==> config.mk <==
export PLATFORM = sky130hd
export DESIGN_NAME = xadc_frame_sampler_flat
export DESIGN_NICKNAME = d
export VERILOG_FILES = /design/src/rtl/teachee_xadc_pkg.sv /design/src/rtl/axis_io.sv /design/src/rtl/xadc_drp_reader.sv /design/src/rtl/xadc_frame_sampler.sv /design/src/flat_wrapper.sv
export SDC_FILE = /design/constraint.sdc
export NUM_CORES = 1
export LEC_CHECK = 0
export CAP_MARGIN = 15
export CORE_ASPECT_RATIO = 1.75
export CORE_MARGIN = 3
export CORE_UTILIZATION = 54
export DETAILED_ROUTE_END_ITERATION = 7
export PLACE_DENSITY = 0.88
export RECOVER_POWER = 100
export SETUP_SLACK_MARGIN = 0.5
export SLEW_MARGIN = 40
export SYNTH_ARGS = -nofsm -noshare
export SYNTH_HDL_FRONTEND = slang
export SYNTH_HIERARCHICAL = 1
export SYNTH_SLANG_ARGS = --single-unit
==> constraint.sdc <==
create_clock -name clk -period 3.17 [get_ports clk]
set_clock_uncertainty 0.2 [all_clocks]
set_input_delay 0.951 -clock clk [delete_from_list [all_inputs] [get_ports clk]]
set_output_delay 0.951 -clock clk [all_outputs]
set_load 0.005 [all_outputs]
==> src/rtl/teachee_xadc_pkg.sv <==
`default_nettype none
// ============================================================================
// Module   : teachee_xadc_pkg
// Brief    : Shared types and framing constants for the XADC frame sampler.
// Revision : 1.0 - initial release
// ============================================================================
package teachee_xadc_pkg;

    typedef enum logic [6:0] {
        CURRENT = 7'h14,
        VOLTAGE = 7'h1C
    } xadc_drp_addr_t;

    localparam logic [7:0] FRAME_SYNC = 8'hA5;
    localparam int         FRAME_LEN  = 5;

    typedef enum logic [2:0] {
        IDLE      = 3'd0,
        CUR_REQ   = 3'd1,
        CUR_WAIT  = 3'd2,
        VOLT_REQ  = 3'd3,
        VOLT_WAIT = 3'd4,
        SEND      = 3'd5
    } state_t;

endpackage
`default_nettype wire

==> src/rtl/axis_io.sv <==
`default_nettype none
// ============================================================================
// Module   : axis_io
// Brief    : Minimal AXI-Stream bundle (tdata/tvalid/tready).
// Revision : 1.0 - initial release
// ============================================================================
interface axis_io #(
    parameter int DATA_W = 8
);
    logic [DATA_W-1:0] tdata;
    logic              tvalid;
    logic              tready;

    modport Source (output tdata, output tvalid, input tready);
    modport Sink   (input tdata, input tvalid, output tready);
endinterface
`default_nettype wire

==> src/rtl/xadc_drp_reader.sv <==
`default_nettype none
// ============================================================================
// Module   : xadc_drp_reader
// Brief    : One DRP read handshake with a drdy timeout; sample = do[15:4].
// Revision : 1.0 - initial release
// ============================================================================
module xadc_drp_reader
    import teachee_xadc_pkg::*;
#(
    parameter int DRP_TIMEOUT = 63
) (
    input  logic           clk,
    input  logic           rst,
    input  logic           start,
    input  xadc_drp_addr_t addr,
    output logic [6:0]     xadc_daddr,
    output logic           xadc_den,
    input  logic           xadc_drdy,
    input  logic [15:0]    xadc_do,
    output logic           done,
    output logic [11:0]    data,
    output logic           timed_out
);
    localparam int                 c_cnt_w = $clog2(DRP_TIMEOUT + 1);
    localparam logic [c_cnt_w-1:0] c_limit = c_cnt_w'(DRP_TIMEOUT - 1);

    logic               r_busy;
    logic [c_cnt_w-1:0] r_cnt;
    logic               w_expired;
    logic               w_unused_lsbs;

    assign xadc_den      = start;
    assign xadc_daddr    = addr;
    assign w_unused_lsbs = ^xadc_do[3:0];

    // A drdy landing on the final counted cycle still wins over the timeout.
    assign w_expired = r_busy && !xadc_drdy && (r_cnt == c_limit);
    assign done      = r_busy && (xadc_drdy || w_expired);
    assign timed_out = w_expired;
    assign data      = w_expired ? 12'hFFF : xadc_do[15:4];

    always_ff @(posedge clk) begin
        if (rst) begin
            r_busy <= 1'b0;
            r_cnt  <= '0;
        end else if (start) begin
            r_busy <= 1'b1;
            r_cnt  <= '0;
        end else if (r_busy) begin
            if (done) begin
                r_busy <= 1'b0;
            end else begin
                r_cnt <= r_cnt + 1'b1;
            end
        end
    end

endmodule
`default_nettype wire

==> src/rtl/xadc_frame_sampler.sv <==
`default_nettype none
// ============================================================================
// Module   : xadc_frame_sampler
// Brief    : Reads current/voltage over DRP on each EOS, streams 5-byte frames.
// Revision : 1.0 - initial release
// ============================================================================
module xadc_frame_sampler
    import teachee_xadc_pkg::*;
#(
    parameter int             DRP_TIMEOUT  = 63,
    parameter logic [7:0]     SYNC_BYTE    = FRAME_SYNC,
    parameter xadc_drp_addr_t CURRENT_ADDR = CURRENT,
    parameter xadc_drp_addr_t VOLTAGE_ADDR = VOLTAGE
) (
    input  logic        clk,
    input  logic        rst,
    input  logic        xadc_eos,
    output logic [6:0]  xadc_daddr,
    output logic        xadc_den,
    input  logic        xadc_drdy,
    input  logic [15:0] xadc_do,
    axis_io.Source      m_axis,
    output logic [15:0] dropped_count,
    output logic        drp_timeout
);
    localparam logic [2:0] c_last_idx = 3'(FRAME_LEN - 1);

    state_t         r_state;
    state_t         w_next_state;
    logic [7:0]     r_seq;
    logic [7:0]     r_frame_seq;
    logic [11:0]    r_cur;
    logic [11:0]    r_volt;
    logic [2:0]     r_byte_idx;
    logic [15:0]    r_dropped;
    logic           r_timeout;

    logic           w_start;
    xadc_drp_addr_t w_addr;
    logic           w_done;
    logic [11:0]    w_data;
    logic           w_timed_out;
    logic           w_tvalid;
    logic [7:0]     w_tdata;

    xadc_drp_reader #(
        .DRP_TIMEOUT (DRP_TIMEOUT)
    ) u_drp_reader (
        .clk        (clk),
        .rst        (rst),
        .start      (w_start),
        .addr       (w_addr),
        .xadc_daddr (xadc_daddr),
        .xadc_den   (xadc_den),
        .xadc_drdy  (xadc_drdy),
        .xadc_do    (xadc_do),
        .done       (w_done),
        .data       (w_data),
        .timed_out  (w_timed_out)
    );

    always_ff @(posedge clk) begin
        if (rst) begin
            r_state <= IDLE;
        end else begin
            r_state <= w_next_state;
        end
    end

    always_comb begin
        w_next_state = r_state;
        w_start      = 1'b0;
        w_addr       = CURRENT_ADDR;
        w_tvalid     = 1'b0;
        w_tdata      = '0;
        case (r_state)
            IDLE: begin
                if (xadc_eos) begin
                    w_next_state = CUR_REQ;
                end
            end
            CUR_REQ: begin
                w_start      = 1'b1;
                w_next_state = CUR_WAIT;
            end
            CUR_WAIT: begin
                if (w_done) begin
                    w_next_state = VOLT_REQ;
                end
            end
            VOLT_REQ: begin
                w_start      = 1'b1;
                w_addr       = VOLTAGE_ADDR;
                w_next_state = VOLT_WAIT;
            end
            VOLT_WAIT: begin
                w_addr = VOLTAGE_ADDR;
                if (w_done) begin
                    w_next_state = SEND;
                end
            end
            SEND: begin
                w_tvalid = 1'b1;
                case (r_byte_idx)
                    3'd0:    w_tdata = SYNC_BYTE;
                    3'd1:    w_tdata = r_frame_seq;
                    3'd2:    w_tdata = r_cur[11:4];
                    3'd3:    w_tdata = {r_cur[3:0], r_volt[11:8]};
                    default: w_tdata = r_volt[7:0];
                endcase
                if (m_axis.tready && (r_byte_idx == c_last_idx)) begin
                    w_next_state = IDLE;
                end
            end
            default: w_next_state = IDLE;
        endcase
    end

    // seq advances on every EOS so dropped sequences show up as gaps at the host.
    always_ff @(posedge clk) begin
        if (rst) begin
            r_seq       <= '0;
            r_frame_seq <= '0;
            r_cur       <= '0;
            r_volt      <= '0;
            r_byte_idx  <= '0;
            r_dropped   <= '0;
            r_timeout   <= 1'b0;
        end else begin
            if (xadc_eos) begin
                r_seq <= r_seq + 8'd1;
                if (r_state == IDLE) begin
                    r_frame_seq <= r_seq + 8'd1;
                end else if (r_dropped != 16'hFFFF) begin
                    r_dropped <= r_dropped + 16'd1;
                end
            end
            if (w_done && (r_state == CUR_WAIT)) begin
                r_cur <= w_data;
            end
            if (w_done && (r_state == VOLT_WAIT)) begin
                r_volt <= w_data;
            end
            if (w_done && w_timed_out) begin
                r_timeout <= 1'b1;
            end
            if (r_state != SEND) begin
                r_byte_idx <= '0;
            end else if (m_axis.tready) begin
                r_byte_idx <= r_byte_idx + 3'd1;
            end
        end
    end

    assign m_axis.tvalid = w_tvalid;
    assign m_axis.tdata  = w_tdata;
    assign dropped_count = r_dropped;
    assign drp_timeout   = r_timeout;

endmodule
`default_nettype wire

==> src/flat_wrapper.sv <==
// flat-port wrapper written by rule: the top's interface ports become plain ports
module xadc_frame_sampler_flat import teachee_xadc_pkg::*;
#(
    parameter int             DRP_TIMEOUT  = 63,
    parameter logic [7:0]     SYNC_BYTE    = FRAME_SYNC,
    parameter xadc_drp_addr_t CURRENT_ADDR = CURRENT,
    parameter xadc_drp_addr_t VOLTAGE_ADDR = VOLTAGE
)
  (clk, rst, xadc_eos, xadc_daddr, xadc_den, xadc_drdy, xadc_do, dropped_count, drp_timeout, m_axis_tdata, m_axis_tvalid, m_axis_tready);
  axis_io #(.DATA_W(8)) m_axis_i ();
  input  logic clk;
  input  logic rst;
  input  logic xadc_eos;
  output logic [6:0] xadc_daddr;
  output logic xadc_den;
  input  logic xadc_drdy;
  input  logic [15:0] xadc_do;
  output logic [15:0] dropped_count;
  output logic drp_timeout;
  output wire logic [$bits(m_axis_i.tdata)-1:0] m_axis_tdata;
  output wire logic [$bits(m_axis_i.tvalid)-1:0] m_axis_tvalid;
  input wire logic [$bits(m_axis_i.tready)-1:0] m_axis_tready;
  assign m_axis_tdata = m_axis_i.tdata;
  assign m_axis_tvalid = m_axis_i.tvalid;
  assign m_axis_i.tready = m_axis_tready;
  xadc_frame_sampler #(.DRP_TIMEOUT(DRP_TIMEOUT), .SYNC_BYTE(SYNC_BYTE), .CURRENT_ADDR(CURRENT_ADDR), .VOLTAGE_ADDR(VOLTAGE_ADDR)) u_core (.clk(clk), .rst(rst), .xadc_eos(xadc_eos), .xadc_daddr(xadc_daddr), .xadc_den(xadc_den), .xadc_drdy(xadc_drdy), .xadc_do(xadc_do), .m_axis(m_axis_i), .dropped_count(dropped_count), .drp_timeout(drp_timeout));
endmodule
==> metrics.txt <==
die height=113.4 um; CP Max Fanout=4; top cell type by total area after synthesis=dfxtp_1; Tcrit/Tclk final=101.9%; Die Span X=67.36 um; Critical Path Source Type=flop; FF-to-FF setup slack=0.38 ns; Final nets=510; CP Capture Type=primary output; I/O Buffers=44; sequential power share=51.3%; failing checks=capacitance limit, slew limit, setup timing; Yosys reg bits=70; layout cell share with drive strength beyond 1=18.80%; clock latency at the later pin of the worst-skew pair=0.35 ns; Warnings, synthesis=6; share of flip-flops with an asynchronous set or reset=0%; initial antenna violation count=0; Core Region=6276 um^2; main combinational cell family by area after synthesis=simple AND/OR/NAND/NOR gates; wire length of the first global-routing pass=15170 um; diode count=0; outcome=finished, violations left; final setup fails=4; via count=3405; Final Total Pwr=1.844 mW; CP Class=reg2out; H-tree depth=3; initial drt markers=336; area share of the largest cell type after synthesis=39.40%; # fillers=476; synthesized-area fraction occupied by adder cells=3.166%; Clk pwr share=34.9%; Mapped Cells=420; maximum capacitance violations=1; largest cells by area after synthesis=dfxtp_1 (39%), nand2_1 (6.8%), a21oi_1 (6.3%); Post-Synth Simple-Gate Area=26.77%; Fin Hold WS=0.2609 ns; Required @ worst endpoint=2.02 ns; CP max-delay cell=or3_4; Seq/Total Area, Yosys=39.40%; Final Hold Fails=0; Ports=55; count leader, synth=dfxtp_1; dpl cells=533; Primary FF master, synth=dfxtp_1; syn avg cell area=8.469 um^2; 1st-pass router iterations=7; Max Root-Sink Buffers=2; delay of the slowest critical-path stage=0.39 ns; DIE AREA=7636 um^2; Fmax=309.6 MHz; pwr/cell area=415.5 nW/um^2; area grow syn2layout=24.80%; DP HPWL=5966 um; Final Core Density=70.73%; Clock Pin Slew Worst Setup and Hold Paths=0.07 ns; CTS tree=yes; min-delay worst type=reg2reg; Netlist cell types=59; Post-Syn Area=3557 um^2; EDFF count, synth=0; combinational share of power=13.9%; fin. max-slew vios=44; Tot GR Track Use=26.09%; via count of the first global-routing pass=3355; final std cells w/o fill=564; post-synthesis compound-gate area fraction=18.40%; most common library cells after synthesis=dfxtp_1 (70), nand2_1 (64), a21oi_1 (45); Worst VDD drop=312.0 uV; GP Congestion=0.8688; clk root buf=clkbuf_8; average wire per standard cell=16.33 um; cell mode on critical path=buf_6; pin count of the biggest net entering global routing=44; RSZ-0062 raised after global routing=true; Slew HR=-20.85%; ANT nets after route=0; crit path DAT=2.08 ns; internal power=1.352 mW; sw power=491.9 uW; sw frac=26.67%; Initial Utilization=56.68%; post-route worst setup slack=-0.06035 ns; num rows=38; CTS Buf Count=9; crit path cell chain=inv_4, ha_4, or3_4, a21oi_4, buf_6, buf_6, nand2_2, a21oi_2, buf_2; # DRC=0; vias per std cell=6.037; Leak=1.707 nW; Total Wirelength=9209 um; post-synthesis mux area share=2.321%; Min Clock Period, post-route=3.230 ns; clk sinks=70; Synth Area in XOR/XNOR=3.693%; total grt overflow=0; Place WS=-0.03747 ns; worst slew pin tran=1.813 ns
==> per-layer routing <==
layer | GRT usage, % | wire (um) | share of wire [%] | vias up
met2 | 42.71 | 4810 | 52 | 155
met1 | 27.30 | 3371 | 37 | 1577
li1 | - | - | - | 1627
met3 | 8.079 | 579 | 6.3 | 46
met4 | 18.83 | 448 | 4.9 | 0
met5 | 0 | 0 | 0 | -
==> flip-flops by register name (all words and copies together), names as in the netlist, 3 cells and up <==
name                       cells
u_core/dropped_count          16
u_core/r_byte_idx              3
u_core/r_cur                  12
u_core/r_frame_seq             8
u_core/r_seq                   8
u_core/r_state                 3
u_core/r_volt                 12
u_core/u_drp_reader/r_cnt      6
==> cells in the final DEF, fill, tap and decap left out, types with 11 or more instances in the layout <==
cell type        instances
a21oi_1                 41
buf_4                   18
buf_6                   11
clkbuf_8                11
clkdlybuf4s50_1         13
dfxtp_1                 66
dlygate4sd3_1           19
nand2_1                 60
nand3_1                 14
nor2_1                  28
==> cell type report <==
class / instances / area (um^2) / share of cell area [%]
Inverter: 8 / 35.03 / 0.7892
Clock buffer: 11 / 151.4 / 3.410
Timing Repair Buffer: 77 / 669.4 / 15.08
Clock inverter: 4 / 22.52 / 0.5073
Multi-Input combinational cell: 314 / 2047 / 46.11
Tap cell: 80 / 100.1 / 2.255
Sequential cell: 70 / 1414 / 31.85
==> cells by family after synthesis <==
group / count (synthesis)
other: 2
buffers and inverters: 40
xor gates and xnor gates: 15
AOI/OAI and AO/OA: 97
muxes: 8
DFF: 70
adders and majority gates: 9
and+or+nand+nor: 179
==> critical path: cells and delay by family, from the launching register on <==
family,cells,cell delay (ns)
AO/OA/AOI/OAI,2,0.34
AND/OR/NAND/NOR,2,0.44
adder cells (fa/ha/maj),1,0.15
flip-flops,1,0.38
buffers and inverters,4,0.42
==> path summary, 6_finish.rpt <==
kind / startpoint / endpoint / cells past startpoint
worst min-delay path: u_core/r_cur[10]$_SDFFE_PP0P_ / u_core/r_cur[10]$_SDFFE_PP0P_ / 2
worst max-delay path: u_core/r_byte_idx[0]$_SDFFE_PP0P_ / m_axis_tdata[6] / 9
worst max register to register: u_core/u_drp_reader/r_cnt[0]$_SDFFE_PP0P_ / u_core/r_cur[4]$_SDFFE_PP0P_ / 9
worst min register to register: u_core/r_cur[10]$_SDFFE_PP0P_ / u_core/r_cur[10]$_SDFFE_PP0P_ / 2
==> per-stage QoR <==
stage                     instance area [um^2]  setup TNS [ns]
after floorplan                           3580               0
after global placement                    4058        -0.01263
after CTS                                 4449         -0.1347
after detailed placement                  4058         -0.1976
after global routing                      4439         -0.5923
final                                     4439         -0.1243
==> power groups by stage <==
stage               Clock (mW)  Combinational (mW)  Sequential [mW]
global placement             0               0.218            0.969
finish                   0.644               0.255            0.945
global route             0.699               0.282            0.950
floorplan                    0               0.173            0.953
CTS                      0.654               0.256            0.945
detailed placement           0               0.228            0.972
==> timing repair <==
item / 4_1_cts / 5_1_grt
pin swaps: 17 / 10
hold buffers: 0 / 0
setup endpoints to repair: 11 / 11
setup buffers: 16 / 0
resized for setup: 77 / 4
Note: power is estimated with default switching activity, not from simulation.
